===== config.mk =====
export PLATFORM = sky130hd
export DESIGN_NAME = pc_sequencer
export DESIGN_NICKNAME = d
export VERILOG_FILES = /design/src/rtl/pc_sequencer.sv
export SDC_FILE = /design/constraint.sdc
export NUM_CORES = 1
export LEC_CHECK = 0
export BUFFER_PORTS_ARGS = -buffer_cell sky130_fd_sc_hd__buf_2
export CAP_MARGIN = 15
export CORE_MARGIN = 1.5
export CORE_UTILIZATION = 49
export CTS_CLUSTER_DIAMETER = 60
export DETAILED_ROUTE_END_ITERATION = 6
export PLACE_DENSITY_LB_ADDON = 0.05
export SETUP_SLACK_MARGIN = 0.15
export SLEW_MARGIN = 20
export SYNTH_ARGS = -nofsm -noshare
export SYNTH_HDL_FRONTEND = slang
export SYNTH_SLANG_ARGS = --single-unit
export TNS_END_PERCENT = 30

===== constraint.sdc =====
create_clock -name clk -period 2.1 [get_ports clk]
set_input_delay 0.21 -clock clk [delete_from_list [all_inputs] [get_ports clk]]
set_output_delay 0.21 -clock clk [all_outputs]
set_load 0.005 [all_outputs]

===== src/rtl/pc_sequencer.sv =====
// Fetch PC controller: sequential advance, hold, branch/trap redirect with multi-cycle flush; PC_SEQ_COMPRESSED_EN enables +2 fetch.
// Latency: redirect at edge N drives new pcf_o, redirect_o and flush_o in cycle N+1; pc_plus_o is combinational.
// Backpressure: stall_i or !imem_ready_i holds the PC in RUN; only !imem_ready_i holds it during a flush.
module pc_sequencer #(
    parameter logic [31:0] RESET_PC     = 32'h0000_0000,
    parameter logic [31:0] TRAP_VECTOR  = 32'h0000_0100,
    parameter int          FLUSH_CYCLES = 2
) (
    input  logic        clk,
    input  logic        reset,
    input  logic        stall_i,
    input  logic        imem_ready_i,
    input  logic        compressed_i,
    input  logic        branch_taken_i,
    input  logic [31:0] branch_target_i,
    input  logic        trap_i,
    output logic [31:0] pcf_o,
    output logic [31:0] pc_plus_o,
    output logic        fetch_valid_o,
    output logic        flush_o,
    output logic        redirect_o,
    output logic [1:0]  state_o
);

    typedef enum logic [1:0] {
        BOOT     = 2'b00,
        RUN      = 2'b01,
        REDIRECT = 2'b10
    } state_t;

    localparam logic [3:0] FLUSH_LOAD = 4'(FLUSH_CYCLES);

    state_t      state, state_nxt;
    logic [31:0] pcf, pcf_nxt;
    logic [3:0]  flush_cnt, flush_cnt_nxt;
    logic        redirect, redirect_nxt;
    logic [31:0] pc_inc;
    logic [31:0] target_aligned;

`ifdef PC_SEQ_COMPRESSED_EN
    logic unused_target_lsb;
    assign unused_target_lsb = branch_target_i[0];
    assign pc_inc            = compressed_i ? 32'd2 : 32'd4;
    assign target_aligned    = {branch_target_i[31:1], 1'b0};
`else
    logic unused_compressed;
    assign unused_compressed = compressed_i ^ branch_target_i[1] ^ branch_target_i[0];
    assign pc_inc            = 32'd4;
    assign target_aligned    = {branch_target_i[31:2], 2'b00};
`endif

    // Plain 32-bit add: wraps from the top of the address space to zero.
    assign pc_plus_o = pcf + pc_inc;

    always_ff @(posedge clk) begin
        if (reset) begin
            state     <= BOOT;
            pcf       <= RESET_PC;
            flush_cnt <= 4'd0;
            redirect  <= 1'b0;
        end else begin
            state     <= state_nxt;
            pcf       <= pcf_nxt;
            flush_cnt <= flush_cnt_nxt;
            redirect  <= redirect_nxt;
        end
    end

    always_comb begin
        state_nxt     = state;
        pcf_nxt       = pcf;
        flush_cnt_nxt = flush_cnt;
        redirect_nxt  = 1'b0;
        case (state)
            BOOT: begin
                pcf_nxt   = RESET_PC;
                state_nxt = RUN;
            end
            RUN: begin
                if (trap_i) begin
                    pcf_nxt       = TRAP_VECTOR;
                    flush_cnt_nxt = FLUSH_LOAD;
                    redirect_nxt  = 1'b1;
                    state_nxt     = REDIRECT;
                end else if (branch_taken_i) begin
                    pcf_nxt       = target_aligned;
                    flush_cnt_nxt = FLUSH_LOAD;
                    redirect_nxt  = 1'b1;
                    state_nxt     = REDIRECT;
                end else if (!stall_i && imem_ready_i) begin
                    pcf_nxt = pc_plus_o;
                end
            end
            REDIRECT: begin
                // Branches and stalls here come from squashed shadow instructions.
                if (trap_i) begin
                    pcf_nxt       = TRAP_VECTOR;
                    flush_cnt_nxt = FLUSH_LOAD;
                    redirect_nxt  = 1'b1;
                end else begin
                    if (imem_ready_i) begin
                        pcf_nxt = pc_plus_o;
                    end
                    flush_cnt_nxt = flush_cnt - 4'd1;
                    if (flush_cnt <= 4'd1) begin
                        flush_cnt_nxt = 4'd0;
                        state_nxt     = RUN;
                    end
                end
            end
            default: begin
                state_nxt = BOOT;
                pcf_nxt   = RESET_PC;
            end
        endcase
    end

    assign pcf_o         = pcf;
    assign fetch_valid_o = (state == RUN) || (state == REDIRECT);
    assign flush_o       = (state == REDIRECT);
    assign redirect_o    = redirect;
    assign state_o       = state;

endmodule


# Yosys cells after proc, flatten, opt, wreduce, memory -nomap -nowiden
# Cells that the tools add are included.
op_classes:
  n_reduce_logical: 8
  magnitude_cmp: 1
  n_eq_ne: 7
  shifts: 0
  multipliers: 0
  n_addsub: 2
  n_mux: 20
  div: 0
  n_bitwise: 0
op_table:
  columns: ["cell", "n"]
  rows:
  - ["$mux 32", 5]
  - ["$pmux 32 s2", 1]
  - ["$add 32x3->32 const B", 1]
  - ["$mux 4", 4]
  - ["$mux 2", 4]
  - ["$pmux 4 s2", 1]
  - ["$ne 3x3->1 const B", 2]
  - ["$pmux 2 s3", 1]
  - ["$le 4x1->1 const B", 1]
  - ["$ne 4x4->1 const B", 1]
  - ["$reduce_and 2->1", 2]
  - ["$sub 4x1->4 const B", 1]
  - ["$mux 1", 3]
  - ["$reduce_and 3->1", 1]
  - ["$eq 2x1->1 const B", 1]
  - ["$eq 2x2->1 const B", 1]
  - ["$logic_not 2->1", 1]
  - ["$ne 2x1->1 const B", 1]
  - ["$ne 2x2->1 const B", 1]
  - ["$pmux 1 s2", 1]
  - ["$reduce_bool 2->1", 1]
  - ["$logic_and 1x1->1", 1]
  - ["$logic_not 1->1", 1]
  - ["$logic_or 1x1->1", 1]
word_totals:
  out_inout_bits: 69
  ram_bits: 0
  word_cells: 42
  regBits: 39
  mem_bits_ro: 0
  input_bits: 39
  latch_bits: 0
  mem_count: 0

# Logic depth before layout (Yosys ltp)
# Gate-level depths: netlist of the first run.
logic_depth:
  ltp_word: 6
  mapped_depth: 10

# Least setup slack after synthesis of the first run
# Ideal clock, no wire load.
synth_timing:
  path_type: "flip-flop to flip-flop"
  startpoint: "reg state[0], in the netlist state_o[0]"
  endpoint: "reg pcf[23], in the netlist pcf_o[23]"
  t_arrival_ps: 1978
  period_less_slack_ps: 2037
  required_ps: 2041
  path_slack_ps: 63
  path_stages_with_launch: 9
  n_path_buf: 1
  path_cell_list: "dfxtp_1 inv_1 ha_1 nor2b_1 o211ai_4 or3_1 buf_2 or3_1 nand2_1"
synth_via:
  elab_chain_cells: 3
  word_cells_on_any_way: 6
synth_rtl:
  columns: ["item", "line_no", "source"]
  rows:
  - ["from (decl)", "33", "state_t state, state_nxt;"]
  - ["from (signal assigned)", "62", "state <= state_nxt;"]
  - ["$eq 2x1->1 / $eq 2x2->1 (equally long branches)", "74", "case (state)"]
  - ["$ne 4x4->1 (no line) / $ne 3x3->1 (equally long branches)", null, null]
  - ["$reduce_and 2->1 (no line)", null, null]
  - ["to (signal assigned)", "63", "pcf <= pcf_nxt;"]
  - ["to (decl)", "34", "logic [31:0] pcf, pcf_nxt;"]
# Several ways; a longest one is shown, not always the timed one.
# A chain may end at the register's enable or synchronous reset.

# Worst setup path in the final report of the first run
layout_timing:
  startpoint: "reg pcf[12], in the netlist pcf_o[12]"
  endpoint: "out pc_plus_o[17]"
layout_via:
  elab_chain_cells: 1
layout_rtl:
  columns: ["item", "line_no", "source"]
  rows:
  - ["$add 32x3->32", "53", "assign pc_plus_o = pcf + pc_inc;"]
  - ["to (decl)", "18", "output logic [31:0] pc_plus_o,"]
# Every way passes these cells.

==> flow_summary.toml, run 1 <==
[floorplan]
start_util = 0.515
die_w_um = 76.5
boundaryPins = 108
die_area_sq_um = 5850
fp.coreArea_sq_um = 5140
die_h_um = 76.5
rows = 26

[outcome]
outcome = "complete, but fails checks"
failed_checks = "setup timing"

[timing]
setup_violations = 1
finalWorstSetupSlack_ns = -0.0286
period_minus_slack_ns = 2.13
slew_headroom = 0.632
fin_skew_ns = 0.00777
tightest_slew_ns = 0.551
hold_slack_ns = 0.129
fin_crit_sh = 1.01
final_hold_viol_count = 0
rsz0062_at_grt = "true"
timing.fmax_mhz = 470
final_max_slew_viol_count = 0

[grt]
grt_pass1_wl_mm = 13.8
grt_remaining_overflow = 0
busiest_layer = "met2"
grt_use_total = 0.290
grt_use_met2 = 0.473
grt_pass1_vias = 2850
use_met3 = 0.0491
grt_antenna_before_repair = 0
grt_use_met1 = 0.378
grt_start_max_net_pins = 20

[clocking]
cts.htree.levels = 2
insertion_delay_ns = 0.30
cts_buffer_depth = 2
cts_sinks = 37
cts_tree = "yes"
cts-buffers-inserted = 5
clk_pin_slew_worst_paths_ns = 0.08
cts-root-buf = "clkbuf_8"

[place]
place_area_sq_um = 3380
gp_congestion = 0.822
hpwl_mm = 5.89
io_buffers = 100

[finish]
nNetsFinal = 506
syn_to_final_growth_pct = 45.8
fill_cells = 410
drive_above_1_share = 0.466
antenna_cells = 0
fin_area_sq_um = 3860

[pwr]
p_sw_mw = 1.06
pwr-share-seq = 0.307
power_per_cell_area_nw_per_um2 = 731
combPwrFrac = 0.455
total_leakage_power_nw = 1.87
netSwitchingFraction = 0.377
share_clk_of_total_power = 0.238
ir_drop_v = 0.000762
intPower_mw = 1.75

[synth]
ys_types = 52
synth_seq_cells = 37
ys.flop_type = "dfxtp_1"
yosys_warnings = 0
yosysSeqAreaShare = 0.280
async_flop_share = 0
synthCells = 327
ys_top_cells_by_area = "dfxtp_1, xnor2_1, nor2_1"
synth_top_cell_by_area = "dfxtp_1"
synth_top_area_frac = 0.280
synth_area_per_cell_sq_um = 8.09
synth_edf_count = 0
synth.cell_area_sq_um = 2650

[detailed_routing]
ant_nets = 0
vias_per_cell = 5.85
totalWireLength_mm = 8.80
wire_per_inst_um = 16.6
via_count = 3104
drtIter0Drc = 276
first_pass_iters = 5
drcViolationCount = 0

[run]
cap_viol_max_count = 0

[setup_path]
worst_setup_path_end_kind = "output port"
cp_max_fo = 5
rr_worst_depth = 7
worstPathRequired_ns = 1.89
critPathKind = "flop to output port"
cp-start-kind = "flop"
critPathCapture = "pc_plus_o[17]"
regToRegSetupSlack_ns = 0.21
r2r_start = "state_o[0]"
worstReg2RegEnd = "pcf_o[25]"
critPathArrivalTime_ns = 1.92
startpoint = "pcf_o[12]"

[worst_hold_path]
min_path_type = "primary input to flop"
## how the worst min path moves through the flow
stage	from	endpoint	slack [ns]	depth (start not counted)
floorplan	branch_target_i[17]	pcf_o[17]	0.35	1
global placement	branch_target_i[19]	pcf_o[19]	0.44	2
detailed placement	branch_target_i[25]	pcf_o[25]	0.44	2
CTS	branch_target_i[18]	pcf_o[18]	0.13	2
global route	branch_target_i[25]	pcf_o[25]	0.14	2
finish	branch_target_i[25]	pcf_o[25]	0.13	2
## timing repair
action	4_1_cts	5_1_grt
hold buffers	0	0
setup buffers	13	3
resized for setup	33	29
setup endpoints to repair	33	49
pin swaps	9	9
gates cloned	0	1
## logic make-up after synthesis
kind of cell | Yosys count | share of synthesized area
simple gates | 131 | 0.281
compound gates | 85 | 0.245
flops | 37 | 0.280
buf+inv | 36 | 0.0610
xor+xnor | 30 | 0.0993
fa+ha+maj | 7 | 0.0331
other cells | 1 | 0.00142
## cells in the final DEF (no fill, tap or decap), types with 13 or more instances in the layout
master / count
a21oi_1: 14
and3_1: 14
buf_2: 100
buf_4: 39
dfxtp_1: 19
dfxtp_2: 13
nand2_1: 22
nor2_1: 23
nor3_1: 13
xnor2_1: 16
## layer usage
layer,vias up,part of all wire
met2,139,0.47
met4,0,0.025
li1,1468,-
met3,20,0.068
met5,-,0
met1,1477,0.44
## Yosys cell counts, types with 5 or more instances
master	number
a21o_1	8
a21oi_1	14
a221oi_1	5
a22oi_1	8
and3_1	14
buf_2	6
buf_4	5
clkbuf_1	12
dfxtp_1	37
ha_1	7
inv_1	13
nand2_1	22
nand3_1	14
nand4_1	9
nor2_1	24
nor3_1	15
o21ai_0	9
o2bb2ai_1	8
xnor2_1	23
xor2_1	7
## through the flow
step	setup WS (ns)	util	cells	power (mW)	TNS, ns
after floorplan	0.156	-	330	1.62	0
after global placement	0.104	0.658	506	2.04	0
after detailed placement	0.0799	0.658	506	2.06	0
after CTS	0.0680	0.724	527	2.74	0
after global routing	-0.0556	0.750	531	2.98	-0.250
final	-0.0286	0.750	531	2.82	-0.0286
## critical path: stages, from the launching register on
cell and delay, ns:
dfxtp_4 0.38, nand4_4 0.18, buf_4 0.19, or2_2 0.31, nor3_4 0.20, xnor2_1 0.19, buf_2 0.17
## power groups by stage
stage / Combinational, mW / Sequential (mW) / Clock [mW]
after floorplan: 0.750 / 0.868 / 0
after global placement: 1.17 / 0.869 / 0
after detailed placement: 1.19 / 0.874 / 0
after CTS: 1.21 / 0.858 / 0.669
after global routing: 1.40 / 0.875 / 0.703
final: 1.28 / 0.866 / 0.670
## sequential cells by signal, summed over array words and instances, names as in the netlist
signal / flops
flush_cnt: 4
pcf_o: 30
redirect_o: 1
state_o: 2
## layout make-up
type                    count  area (sq um)  share of cell area
multi-input cells         258          1960               0.508
repair buffers            145           870               0.226
flip-flops and latches     37           776               0.201
well taps                  70          87.6              0.0227
clock buffers               7          86.3              0.0224
inverters                  13          48.8              0.0127
clock inverters             1          30.0             0.00779
Note: power is estimated with default switching activity, not from simulation.
==> run 2: changes to the inputs <==
==> constraint.sdc (replaced) <==
create_clock -name clk -period 2.1 [get_ports clk]
set_input_delay 0.42 -clock clk [delete_from_list [all_inputs] [get_ports clk]]
set_output_delay 0.42 -clock clk [all_outputs]
set_load 0.005 [all_outputs]
==> run 2 against run 1 <==
Hold slack better by 0.21 ns. Flip-flop and latch count unchanged. Sequential share of layout area down 1.4 points. The flow still finishes with violations (setup timing). Largest power group unchanged. Non-clock buffer count up 25. Via count up 1.8%. Combinational power about the same. Highest routed layer unchanged. Clock power down 14%.
==> flow_summary.toml, run 2 (synthesized netlist as in run 1, its figures left out) <==
[detailed_routing]
drtIter0Drc = 226
via_count = 3161
first_pass_iters = 6
drcViolationCount = 0
vias_per_cell = 5.70
ant_nets = 0
totalWireLength_mm = 8.87
wire_per_inst_um = 16.0

[finish]
ff_latch_area_sq_um = 774
fill_cells = 350
antenna_cells = 0
drive_above_1_share = 0.524
nNetsFinal = 530
post-route-util = 0.807
multi_input_area_sq_um = 2080
largest_reg_flops = 30
final_common_cell = "buf_2"
syn_to_final_growth_pct = 56.9
most-common-layout-cells = "buf_2, buf_4, nand2_1"
finalNonFillerCells = 555

[timing]
period_minus_slack_ns = 2.27
fin_crit_sh = 1.08
fin_skew_ns = 0.0123
finalWorstSetupSlack_ns = -0.173
final_max_slew_viol_count = 0
rsz0062_at_grt = "true"
final_hold_viol_count = 0
timing.fmax_mhz = 440
setup_violations = 19

[clocking]
cts_tree = "yes"
cts-buffers-inserted = 5
insertion_delay_ns = 0.30
cts.htree.levels = 2
cts_buffer_depth = 2
cts_sinks = 37
clk_pin_slew_worst_paths_ns = 0.08
cts-root-buf = "clkbuf_8"
ctsHoldBuffers = 0

[outcome]
failed_checks = "setup timing"
outcome = "complete, but fails checks"

[setup_path]
critPathKind = "flop to output port"
cp_max_fo = 6
worstPathRequired_ns = 1.68
cp-start-kind = "flop"
critPathArrivalTime_ns = 1.85
worst_setup_path_end_kind = "output port"

[grt]
grt_antenna_before_repair = 0
grt_pass1_vias = 2929
grt_pass1_wl_mm = 13.9
grt_use_total = 0.294
grt_remaining_overflow = 0
grt_start_max_net_pins = 14

[floorplan]
start_util = 0.515
rows = 26
fp.coreArea_sq_um = 5140
die_area_sq_um = 5850
die_w_um = 76.5
boundaryPins = 108
die_h_um = 76.5

[place]
hpwl_mm = 5.97
dp_worst_setup_slack_ns = -0.0163
io_buffers = 100
gp_congestion = 0.825
dp.cells = 517

[pwr]
ir_drop_v = 0.000711
power_per_cell_area_nw_per_um2 = 659
total_leakage_power_nw = 2.01

[run]
cap_viol_max_count = 0

[worst_hold_path]
min_path_type = "primary input to flop"
-- run 2: cell count changes in the layout (fill, tap and decap cells not counted), moves of 2 or more --
cell	previous run	this run
buf_4	39	64
dfxtp_2	13	15
inv_1	10	13
inv_2	3	0
nand3_1	10	7
nand3_2	4	2
nand3_4	2	7
nor2_1	23	20
nor2_4	2	6
nor3_1	13	11
nor3_2	2	5
xnor2_1	16	13
xnor2_2	7	10
-- run 2: critical path: stages (launching register included) --
cell,delay [ns]
dfxtp_2,0.34
inv_1,0.17
nor4_4,0.37
buf_4,0.21
nand4_1,0.14
xnor2_2,0.18
buf_2,0.15
-- run 2: final cells by class --
| cell class | instances | area share |
|---|---|---|
| clock inverter | 1 | 0.00121 |
| timing repair buffer | 170 | 0.255 |
| inverter | 13 | 0.0118 |
| sequential | 37 | 0.187 |
| clock buffer | 7 | 0.0232 |
| multi-input combinational | 257 | 0.501 |
| tap | 70 | 0.0211 |
-- run 2: per-stage QoR --
step / TNS (ns) / power, mW / hold slack, ns / cell area [sq um]
finish: -1.74 / 2.73 / 0.336 / 4150
global placement: 0 / 2.02 / 0.506 / 3470
floorplan: 0 / 1.59 / 0.488 / 2680
global route: -3.62 / 2.92 / 0.342 / 4150
CTS: -1.41 / 2.63 / 0.341 / 3870
detailed placement: -0.0227 / 2.03 / 0.517 / 3470
-- run 2: worst paths after layout --
check                                          from             to  slack [ns]  depth (start not counted)
worst min-delay path            branch_target_i[25]      pcf_o[25]        0.34                          2
worst max register to register            pcf_o[13]      pcf_o[28]        0.17                          8
worst min register to register             pcf_o[8]       pcf_o[8]        0.53                          2
worst max-delay path                      pcf_o[13]  pc_plus_o[30]       -0.17                          6
-- run 2: layer usage --
metal | vias up | GRT usage | wire [um]
met4 | 0 | 0.0963 | 190
met1 | 1451 | 0.391 | 3690
met5 | - | 0 | 0
li1 | 1511 | - | -
met3 | 23 | 0.0575 | 791
met2 | 176 | 0.474 | 4200
-- run 2: what timing repair did --
item                                    CTS  global route
endpoints found under the setup margin   36            49
hold endpoints to repair                  0             0
setup buffers                            19            11
pin swaps                                17            14
resized for setup                        41            39
-- run 2: power by group --
group	internal, mW	leakage [nW]	switching [mW]	total (mW)
Sequential	0.784	0.310	0.0815	0.866
Combinational	0.602	1.64	0.687	1.29
Clock	0.297	0.0542	0.282	0.579
==> run 3: changes to the inputs <==
--- a/config.mk
+++ b/config.mk
@@ -7,11 +7,11 @@
 export LEC_CHECK = 0
 export BUFFER_PORTS_ARGS = -buffer_cell sky130_fd_sc_hd__buf_2
 export CAP_MARGIN = 15
-export CORE_MARGIN = 1.5
+export CORE_MARGIN = 5
 export CORE_UTILIZATION = 49
 export CTS_CLUSTER_DIAMETER = 60
 export DETAILED_ROUTE_END_ITERATION = 6
-export PLACE_DENSITY_LB_ADDON = 0.05
+export PLACE_DENSITY = 0.81
 export SETUP_SLACK_MARGIN = 0.15
 export SLEW_MARGIN = 20
 export SYNTH_ARGS = -nofsm -noshare
==> run 3 against run 2 <==
The run still ends with setup timing left. Maximum frequency decreased by 5.4%. Die area is 19% higher. Hold slack got worse by 0.0060 ns. Register-to-register slack got worse by 0.04 ns. Clock skew rose by 0.0016 ns. Routed wire length increased by 47%. Clock power decreased by 5.0%. Sequential share of layout area fell by 0.74 points. Global-route usage decreased by 2.4 points. Flip-flop and latch count did not move. Combinational power rose by 11%. Critical endpoint is now pc_plus_o[22]. Largest cell class unchanged.
==> flow_summary.toml, run 3 (synthesized netlist as in run 1, its figures left out) <==
[outcome]
outcome = "complete, but fails checks"
failed_checks = "setup timing"

[timing]
rsz0062_at_grt = "true"
fin_skew_ns = 0.0139
setup_violations = 21
timing.fmax_mhz = 416
hold_slack_ns = 0.330
final_hold_viol_count = 0
final_max_slew_viol_count = 0
fin_crit_sh = 1.14
period_minus_slack_ns = 2.40
finalWorstSetupSlack_ns = -0.303

[finish]
antenna_cells = 0
nNetsFinal = 546
largest_reg_flops = 30
fill_cells = 244
syn_to_final_growth_pct = 64.6
final_common_cell = "buf_2"
drive_above_1_share = 0.552
most-common-layout-cells = "buf_2, buf_4, nand2_1"
finalNonFillerCells = 570
post-route-util = 0.842
ff_latch_area_sq_um = 781
multi_input_area_sq_um = 2120

[detailed_routing]
first_pass_iters = 5
ant_nets = 0
totalWireLength_mm = 13.0
drcViolationCount = 0
via_count = 3740
vias_per_cell = 6.56
wire_per_inst_um = 22.8
drtIter0Drc = 534

[worst_hold_path]
worstHoldStart = "branch_target_i[19]"
worstHoldPathCells = 2
holdPathEnd = "pcf_o[19]"
min_path_type = "primary input to flop"

[floorplan]
fp.coreArea_sq_um = 5170
boundaryPins = 108
die_w_um = 83.5
rows = 26
die_area_sq_um = 6970
start_util = 0.511
die_h_um = 83.5

[setup_path]
critPathKind = "flop to output port"
cp_max_fo = 7
worstPathRequired_ns = 1.68
worst_setup_path_end_kind = "output port"
r2r_start = "state_o[1]"
worstReg2RegEnd = "pcf_o[20]"
critPathArrivalTime_ns = 1.98
regToRegSetupSlack_ns = 0.13
cp-start-kind = "flop"
rr_worst_depth = 8

[clocking]
ctsHoldBuffers = 0
cts_tree = "yes"
cts_sinks = 37
cts.htree.levels = 2
cts-root-buf = "clkbuf_8"
clk_pin_slew_worst_paths_ns = 0.09
cts_buffer_depth = 2
insertion_delay_ns = 0.31
cts-buffers-inserted = 5

[grt]
grt_pass1_vias = 3220
grt_start_max_net_pins = 20
grt_pass1_wl_mm = 15.7
grt_remaining_overflow = 0
grt_antenna_before_repair = 0
grt_use_total = 0.270

[run]
cap_viol_max_count = 0

[pwr]
total_leakage_power_nw = 2.13
ir_drop_v = 0.000701
power_per_cell_area_nw_per_um2 = 653

[place]
hpwl_mm = 6.66
io_buffers = 100
gp_congestion = 0.913
dp.cells = 526
==> run 3: cell types whose count changed in the layout (fill, tap and decap cells not counted), moves of 3 or more <==
cell	before	now
inv_1	13	10
nor3_4	0	3
dfxtp_1	18	15
buf_4	64	69
nand3_2	2	5
nand3_1	7	4
nor3_2	5	2
buf_6	5	15
==> run 3: repair_timing <==
action                                 4_1_cts  5_1_grt
buffers inserted                            14       23
pin swaps                                   21       27
gates resized for setup                     48       59
endpoints found under the hold margin        0        0
setup endpoints to repair                   43       53
==> run 3: area by class of cell <==
cell class / instances / area share
Multi-Input combinational cell: 257 / 0.487
Timing Repair Buffer: 186 / 0.282
Sequential cell: 37 / 0.179
Tap cell: 70 / 0.0201
Clock buffer: 7 / 0.0198
Inverter: 13 / 0.0121
==> run 3: report_power, final <==
part | switching, mW | internal, mW
registers | 0.0824 | 0.781
logic | 0.801 | 0.629
clock network | 0.289 | 0.261
total | 1.17 | 1.67
==> run 3: worst max path at each step <==
stage / from / endpoint / slack, ns
3_5_place_dp: pcf_o[14] / pc_plus_o[29] / -0.02
5_1_grt: pcf_o[11] / pc_plus_o[22] / -0.36
2_1_floorplan: state_o[0] / pcf_o[23] / 0.15
6_report: pcf_o[19] / pc_plus_o[22] / -0.30
4_1_cts: pcf_o[17] / pc_plus_o[24] / -0.12
3_3_place_gp: pcf_o[4] / pc_plus_o[29] / 0.07
==> run 3: through the flow <==
| stage | area (sq um) | setup WS (ns) | TNS (ns) | power (mW) |
|---|---|---|---|---|
| final | 4350 | -0.303 | -3.53 | 2.84 |
| after global routing | 4350 | -0.361 | -4.76 | 2.98 |
| after CTS | 3920 | -0.125 | -1.13 | 2.58 |
| after detailed placement | 3540 | -0.0222 | -0.0390 | 2.05 |
| after global placement | 3540 | 0.0706 | 0 | 2.02 |
| after floorplan | 2680 | 0.146 | 0 | 1.59 |
==> run 3: metal layers <==
| layer | wire (um) | track usage | share of wire | vias up |
|---|---|---|---|---|
| met3 | 1340 | 0.0622 | 0.10 | 131 |
| met4 | 1170 | 0.124 | 0.090 | 0 |
| li1 | - | - | - | 1544 |
| met2 | 6070 | 0.461 | 0.47 | 373 |
| met5 | 0 | 0 | 0 | - |
| met1 | 4420 | 0.319 | 0.34 | 1692 |
==> run 3: critical path, cell delays in order, from the launching register on <==
cell	delay, ns
dfxtp_2	0.42
nand2_1	0.15
nor4_4	0.31
buf_4	0.18
nand4_1	0.11
xnor2_1	0.29
buf_2	0.20
